<file path="src/rtl/pq_sorted_queue.sv">
// pq_sorted_queue
// Shift-register priority queue. Holds up to DEPTH unsigned keys, kept sorted
// so that the largest key is always at index 0 (the head). Each entry compares
// the incoming key against its own stored key. Those compare results steer a
// parallel insert and shift. No priority encoder is needed.
//
// Ports:
//   clk      rising-edge clock
//   rst      synchronous active-high reset
//   enq      insert din this cycle
//   deq      remove the head this cycle
//   din      key to insert (W bits, unsigned)
//   dout     head (largest) key; 0 when empty
//   count    number of valid entries
//   empty    count == 0
//   full     count == DEPTH
//   enq_err  one-cycle pulse: enq refused (full, no deq)
//   deq_err  one-cycle pulse: deq refused (empty)
//
// All outputs come from registers only. An operation issued in cycle N becomes
// visible after posedge N+1.

module pq_sorted_queue #(
    parameter int W     = 8,
    parameter int DEPTH = 8
) (
    input  logic                       clk,
    input  logic                       rst,
    input  logic                       enq,
    input  logic                       deq,
    input  logic [W-1:0]               din,
    output logic [W-1:0]               dout,
    output logic [$clog2(DEPTH+1)-1:0] count,
    output logic                       empty,
    output logic                       full,
    output logic                       enq_err,
    output logic                       deq_err
);

    localparam int CW = $clog2(DEPTH+1);

    typedef enum logic [1:0] {
        OP_IDLE,
        OP_INSERT,
        OP_REMOVE,
        OP_REPLACE
    } op_t;

    logic [W-1:0]  r_key [DEPTH];
    logic [DEPTH-1:0] r_valid;
    logic [CW-1:0] r_count;
    logic          r_enq_err;
    logic          r_deq_err;

    logic          w_empty;
    logic          w_full;
    op_t           w_op;
    logic          w_enq_err;
    logic          w_deq_err;

    // Views of neighbouring entries. The "_s" view is the queue after the head
    // has been popped: entry i sees entry i+1, and the last entry sees an
    // invalid slot.
    logic [W-1:0]  w_key_s    [DEPTH];
    logic [DEPTH-1:0] w_valid_s;
    logic [W-1:0]  w_prev_key [DEPTH];
    logic [DEPTH-1:0] w_prev_valid;

    // Per-entry "din belongs at or before this slot" flags. The sort invariant
    // makes these thermometer codes (0..0 1..1). So the insert point is the
    // entry whose flag is set while its predecessor's flag is clear.
    logic [DEPTH-1:0] w_g;
    logic [DEPTH-1:0] w_gs;
    logic [DEPTH-1:0] w_prev_g;
    logic [DEPTH-1:0] w_prev_gs;

    logic [W-1:0]  w_key_nxt [DEPTH];
    logic [DEPTH-1:0] w_valid_nxt;
    logic [CW-1:0] w_count_nxt;

    assign w_empty = (r_count == '0);
    assign w_full  = (r_count == CW'(DEPTH));

    for (genvar i = 0; i < DEPTH; i++) begin : g_entry
        if (i == DEPTH-1) begin : g_last
            assign w_key_s[i]   = '0;
            assign w_valid_s[i] = 1'b0;
        end else begin : g_body
            assign w_key_s[i]   = r_key[i+1];
            assign w_valid_s[i] = r_valid[i+1];
        end

        // Strict compare: an equal key queues behind the keys already stored.
        assign w_g[i]  = !r_valid[i]   | (din > r_key[i]);
        assign w_gs[i] = !w_valid_s[i] | (din > w_key_s[i]);

        if (i == 0) begin : g_first
            assign w_prev_key[i]   = '0;
            assign w_prev_valid[i] = 1'b0;
            assign w_prev_g[i]     = 1'b0;
            assign w_prev_gs[i]    = 1'b0;
        end else begin : g_rest
            assign w_prev_key[i]   = r_key[i-1];
            assign w_prev_valid[i] = r_valid[i-1];
            assign w_prev_g[i]     = w_g[i-1];
            assign w_prev_gs[i]    = w_gs[i-1];
        end
    end

    // Operation select. enq and deq together on an empty queue is a plain
    // insert, and the deq half of the request is reported as refused.
    always_comb begin
        // NOTE: every signal gets a default before any branch; a path that
        // skipped an assignment would infer a latch.
        w_op      = OP_IDLE;
        w_enq_err = 1'b0;
        w_deq_err = 1'b0;
        if (enq && deq) begin
            if (w_empty) begin
                w_op      = OP_INSERT;
                w_deq_err = 1'b1;
            end else begin
                w_op = OP_REPLACE;
            end
        end else if (enq) begin
            if (w_full) w_enq_err = 1'b1;
            else        w_op      = OP_INSERT;
        end else if (deq) begin
            if (w_empty) w_deq_err = 1'b1;
            else         w_op      = OP_REMOVE;
        end
    end

    always_comb begin
        w_count_nxt = r_count;
        for (int i = 0; i < DEPTH; i++) begin
            w_key_nxt[i]   = r_key[i];
            w_valid_nxt[i] = r_valid[i];
            unique case (w_op)
                OP_INSERT: begin
                    if (w_prev_g[i]) begin
                        // Behind the insert point: shift down by one.
                        w_key_nxt[i]   = w_prev_key[i];
                        w_valid_nxt[i] = w_prev_valid[i];
                    end else if (w_g[i]) begin
                        w_key_nxt[i]   = din;
                        w_valid_nxt[i] = 1'b1;
                    end
                end
                OP_REMOVE: begin
                    w_key_nxt[i]   = w_key_s[i];
                    w_valid_nxt[i] = w_valid_s[i];
                end
                OP_REPLACE: begin
                    // Pop and insert at once: entries ahead of the new key
                    // shift up, and entries behind it stay where they are.
                    if (!w_gs[i]) begin
                        w_key_nxt[i]   = w_key_s[i];
                        w_valid_nxt[i] = w_valid_s[i];
                    end else if (!w_prev_gs[i]) begin
                        w_key_nxt[i]   = din;
                        w_valid_nxt[i] = 1'b1;
                    end
                end
                default: ;
            endcase
        end
        case (w_op)
            OP_INSERT: w_count_nxt = r_count + CW'(1);
            OP_REMOVE: w_count_nxt = r_count - CW'(1);
            default:   ;
        endcase
    end

    always_ff @(posedge clk) begin
        if (rst) begin
            // NOTE: the key array is reset along with valid because invalid
            // entries must read 0. This lets dout show 0 when the queue is
            // empty without any extra muxing.
            for (int i = 0; i < DEPTH; i++) r_key[i] <= '0;
            r_valid   <= '0;
            r_count   <= '0;
            r_enq_err <= 1'b0;
            r_deq_err <= 1'b0;
        end else begin
            // NOTE: non-blocking assignments let every entry see the same
            // pre-edge neighbours during the parallel shift.
            for (int i = 0; i < DEPTH; i++) r_key[i] <= w_key_nxt[i];
            r_valid   <= w_valid_nxt;
            r_count   <= w_count_nxt;
            r_enq_err <= w_enq_err;
            r_deq_err <= w_deq_err;
        end
    end

    assign dout    = r_key[0];
    assign count   = r_count;
    assign empty   = w_empty;
    assign full    = w_full;
    assign enq_err = r_enq_err;
    assign deq_err = r_deq_err;

endmodule

</file>
<file path="config.mk">
export PLATFORM = sky130hd
export DESIGN_NAME = pq_sorted_queue
export DESIGN_NICKNAME = d
export VERILOG_FILES = /design/src/rtl/pq_sorted_queue.sv
export SDC_FILE = /design/constraint.sdc
export NUM_CORES = 1
export LEC_CHECK = 0
export ABC_AREA = 1
export CORE_ASPECT_RATIO = 2
export CORE_MARGIN = 2
export CORE_UTILIZATION = 45
export DETAILED_ROUTE_END_ITERATION = 10
export PLACE_DENSITY = 0.67
export REMOVE_ABC_BUFFERS = 1
export SKIP_CTS_REPAIR_TIMING = 1
export SLEW_MARGIN = 10
export SYNTH_ARGS = -nofsm -noshare
export SYNTH_HDL_FRONTEND = slang
export SYNTH_SLANG_ARGS = --single-unit
</file>
<file path="constraint.sdc">
create_clock -name clk -period 4 [get_ports clk]
set_input_delay 0.4 -clock clk [delete_from_list [all_inputs] [get_ports clk]]
set_output_delay 0.4 -clock clk [all_outputs]
set_load 0.01 [all_outputs]
</file>
* Word-level counts from Yosys, hierarchy flattened
Memories as Yosys holds them, arrays and structs flattened.
Cells that the tools add are included.
** Storage, ports and cells
- Register bits :: 14
- Bits in writable memories :: 64
- Bits of input ports :: 12
- Output and inout port bits :: 16
- Logic and storage cells :: 173
- Memories :: 1
** Memory list
- r_key :: words 8, width 8, read ports 8, clocked after Yosys merged registers in 0, wr ports 8, RTL line 49 : logic [W-1:0] r_key [DEPTH];
** Operators by class
- Add/subtract/negate cells :: 2
- Magnitude comparators :: 8
- Equal/unequal tests :: 18
- Muxes and demuxes :: 95
- Bitwise gates (word level) :: 17
- Reductions and logical operators :: 21
** Operators with widths (count)
- $mux W8 :: 36
- $pmux W8 S3 :: 8
- $gt A8 B8 Y1 :: 8
- $mux W1 :: 37
- $ne A3 B3 Y1 const B :: 12
- $pmux W1 S3 :: 8
- $reduce_and A3 Y1 :: 6
- $or A1 B1 Y1 :: 16
- $mux W2 :: 5
- $logic_not A1 Y1 :: 8
- $pmux W4 S2 :: 1
- $add A4 B1 Y4 const B :: 1
- $eq A2 B2 Y1 const B :: 2
- $eq A4 B4 Y1 const B :: 1
- $logic_not A4 Y1 :: 1
- $ne A2 B2 Y1 const B :: 2
- $reduce_and A2 Y1 :: 2
- $sub A4 B1 Y4 const B :: 1
- $reduce_bool A3 Y1 :: 1
- $reduce_or A3 Y1 :: 1
- $eq A2 B1 Y1 const B :: 1
- $reduce_bool A2 Y1 :: 1
- $logic_and A1 B1 Y1 :: 1
- $not A1 Y1 :: 1

* Logic depth before layout (Yosys ltp)
- Depth after elaboration :: 8
- Mapped depth :: 19
- Depth with buffers taken out :: 17

* Worst setup path after synthesis
No wires, ideal clock.
- Kind :: flip-flop to flip-flop
- Start :: reg r_count[3], in the netlist count[3]
- End :: reg r_count[3], in the netlist count[3]
- Data arrival time :: 2.561 ns
- Required time :: 3.881 ns
- Slack :: 1.320 ns
- Cell stages (with the launch flop) :: 14
- Path buffers :: 0
- Period minus slack after synthesis :: 2.680 ns
- Cell sequence :: dfxtp_1 > inv_1 > nor4_1 > a21oi_1 > inv_1 > ha_1 > ha_1 > and3_1 > a211oi_1 > nor2_1 > nor2_1 > nand2_1 > o21ai_0 > a21oi_1
** Between the ends
- Elaborated cells on any way between the ends :: 14
- Those cells by class :: add/sub: 2; eq/ne: 3; mux: 7; reduce/logical: 2
** RTL lines
- start: declaration :: RTL line 51 : logic [CW-1:0] r_count;
- start signal: assignment :: RTL line 190 : r_count <= w_count_nxt;
- $eq A4 B4 Y1 (*) :: RTL line 82 : assign w_full = (r_count == CW'(DEPTH));
- via full :: RTL line 35 : output logic full,
- $mux W1 (*) :: RTL line 126 : if (w_full) w_enq_err = 1'b1;
- $mux W2 (*) :: RTL line 125 : end else if (enq) begin
- $mux W2 (*) :: RTL line 118 : if (enq && deq) begin
- $eq A2 B2 Y1 / $eq A2 B1 Y1 (equally long branches) :: RTL line 168 : case (w_op)
- $pmux W4 S2 / $reduce_bool A2 Y1 (equally long branches)
Mark *: on every way through the listed nets, which the timed path passes. The rest lies on a longest branch.
A chain may end at the register's enable or synchronous reset.

==> flow_summary_export.csv <==
group,metric,value,unit
critical_path,start_kind,"input pin",
detailed_routing,viasPerCell,5.52,
clock_network,clk_pin_slew,0.07,ns
floorplan,rows,67,
critical_path,critPathCaptureType,"register",
grt,overflow,0,
clock_network,cts_inserted_buffers,9,
critical_path,reg2reg_to,"count[3]$_SDFFE_PP0P_",
critical_path,worst_path_dominant_cell_family,"simple AND/OR/NAND/NOR gates",
power_and_ir_drop,p_leak,4.19,nW
clock_network,root_buffer,"clkbuf_16",
floorplan,ios,28,
timing,fin_hold_ws,0.553,ns
grt,grt_start_max_net_pins,50,
detailed_routing,ant_nets,0,
yosys,postSynthAreaPerCell,5.87,sq um
detailed_routing,drtIter0Drc,449,
placement,numPortBuffers,27,
yosys,synth_compound_area_frac,0.0676,
critical_path,required,4.25,ns
yosys,ys_ff_latch,78,
critical_path,crit_top_cell,"nand2_1",
run,drv_cap,0,
timing,skew,0.0120,ns
placement,place_hpwl,16600,microns
clock_network,htreeDepth,3,
critical_path,crit_path_top_delay_cell,"clkdlybuf4s50_1",
floorplan,fp.dieH,187,microns
critical_path,setup.worst_path.end,"r_key[0][10]$_SDFFE_PP0P_",
timing,max-slew-margin-rel,0.416,
yosys,synth_top_family_by_area,"simple AND/OR/NAND/NOR gates",
critical_path,r2r_slack,1.06,ns
timing,rsz0062_at_grt,"no",
timing,finalCriticalPeriod,3.09,ns
power_and_ir_drop,vdd_drop_max,0.276,mV
layout,syn2layout_area_growth,7.90,%
timing,period_share,0.772,
clock_network,insertion_delay,0.35,ns
yosys,ys_types,34,
critical_path,crit_buf_inv,2,
min_path,holdCritPathClass,"reg -> reg",
critical_path,crit_start,"din[1]",
layout,nNetsFinal,1360,
floorplan,core,16600,sq um
critical_path,rr_worst_depth,12,
grt,grt_usage,0.264,
detailed_routing,route.detailed.drc,0,
grt,grt_antenna_before_repair,0,
yosys,muxShareOfSynthArea,0,
timing,worst_slew_pin_slew,0.875,ns
floorplan,die_w,95.7,microns
layout,fillers,1756,
critical_path,critical_path.max_fanout,27,
critical_path,worstPathArrival,3.34,ns
floorplan,start_util,0.456,
status,status,"finished clean",
layout,final_common_cell,"nand2_1",
critical_path,crit_type,"in -> reg",
layout,drive_gt1_frac,0.0640,
grt,grt_first_pass_wirelength,38300,microns
grt,grt_pass1_vias,7985,
timing,drv_slew,0,
layout,most-common-layout-cells,"434 x nand2_1, 201 x nand3_1, 161 x nor2_1, 114 x inv_1, 78 x dfxtp_1",
clock_network,cts.sinks,78,
yosys,yosysSeqAreaShare,0.206,
placement,dp.cells,1473,
critical_path,regToRegStartpoint,"count[0]$_SDFFE_PP0P_",
critical_path,crit_cells,16,
min_path,worstHoldStart,"count[0]$_SDFFE_PP0P_",
yosys,ys_warn_count,0,
detailed_routing,routed_wl,23100,microns
layout,stdcell_count,1489,
clock_network,cts_max_path_buffers,2,
yosys,syn-cell-area,7570,sq um
critical_path,path_cells,"clkdlybuf4s50_1 -> ha_1 -> nand2_1 -> nand2_1 -> nand2_1 -> nand2_1 -> nand2_1 -> nand2_1 -> nand2_2 -> nand2_4 -> nand3_1 -> nand2_2 -> inv_2 -> nand2_1 -> nor2_1 -> nor2_1",
placement,gp_congestion,0.868,
yosys,netlist_instances,1291,
yosys,synthAdderAreaFrac,0.118,
timing,hold_violations,0,
power_and_ir_drop,power,6.08,mW
floorplan,dieArea,17900,sq um
timing,setup_viol_count_final,0,
detailed_routing,wl_per_cell,15.5,microns
power_and_ir_drop,power.density,744,nW/um^2
detailed_routing,dr.pass1.iters,5,
detailed_routing,vias,8214,
clock_network,cts_tree,"done",
yosys,synth-simple-area-share,0.497,
yosys,synth_xor_area_frac,0.00116,
layout,diodes,0,
critical_path,slowest_delay,0.99,ns
layout,fin_util,0.492,
timing,max_freq,324,MHz
area by class of cell:
type,count,area (sq um),area share
Timing Repair Buffer,38,365,0.0447
Clock buffer,11,243,0.0297
Inverter,130,490,0.0600
Clock inverter,5,58.8,0.00720
Multi-Input combinational cell,1020,5190,0.636
Sequential cell,78,1560,0.191
Tap cell,207,259,0.0317
cells by family after synthesis:
kind of cell	Yosys count
buffers and inverters	193
AO/OA/AOI/OAI	91
AND/OR/NAND/NOR	857
adder cells (fa/ha/maj)	71
flip-flops	78
XOR/XNOR	1
synth_stat cells (all sizes together):
cell type / n / share of area
a211oi: 1 / 0.00099
o22ai: 8 / 0.0066
a21o: 7 / 0.0069
xor2: 1 / 0.0012
ha: 70 / 0.12
nand3: 210 / 0.15
nand4: 8 / 0.0091
nor3: 10 / 0.0066
fa: 1 / 0.0026
nand2: 458 / 0.24
nor2: 169 / 0.086
a21oi: 38 / 0.027
a22oi: 5 / 0.0050
clkinv: 7 / 0.0035
o21ai: 31 / 0.020
and3: 1 / 0.00083
buf: 33 / 0.030
dfxtp: 78 / 0.21
nor4: 1 / 0.00083
clkbuf: 30 / 0.015
o21a: 1 / 0.00099
inv: 123 / 0.061
per-layer routing:
metal	part of all wire	global-route usage
met1	0.43	0.331
met5	0	0
met2	0.49	0.447
met4	0.035	0.107
met3	0.042	0.0342
worst min path at each step:
stage | end | slack [ns] | depth (start not counted)
after detailed placement | r_key[0][7]$_SDFFE_PP0P_ | 0.54 | 2
after floorplan | enq_err$_SDFF_PP0_ | 0.48 | 1
after global placement | count[3]$_SDFFE_PP0P_ | 0.52 | 2
after global routing | count[3]$_SDFFE_PP0P_ | 0.60 | 2
final | count[0]$_SDFFE_PP0P_ | 0.55 | 1
after CTS | count[3]$_SDFFE_PP0P_ | 0.56 | 2
stage by stage:
step | setup slack, ns | TNS [ns] | cell area (sq um)
final | 0.910 | 0 | 8170
after global routing | 0.724 | 0 | 8170
after CTS | 0.973 | 0 | 8170
after detailed placement | 0.616 | 0 | 7870
after global placement | 0.613 | 0 | 7870
after floorplan | -0.120 | -0.852 | 7230
state kept, by name, indices dropped and copies added (netlist names):
register,flops
r_key,64
r_valid,8
count,4
deq_err,1
enq_err,1
power breakdown:
part	internal, mW	total, mW	switching, mW
Sequential	1.10	1.41	0.314
Combinational	1.30	3.79	2.49
Clock	0.502	0.877	0.375
(Power assumes the default switching activity.)
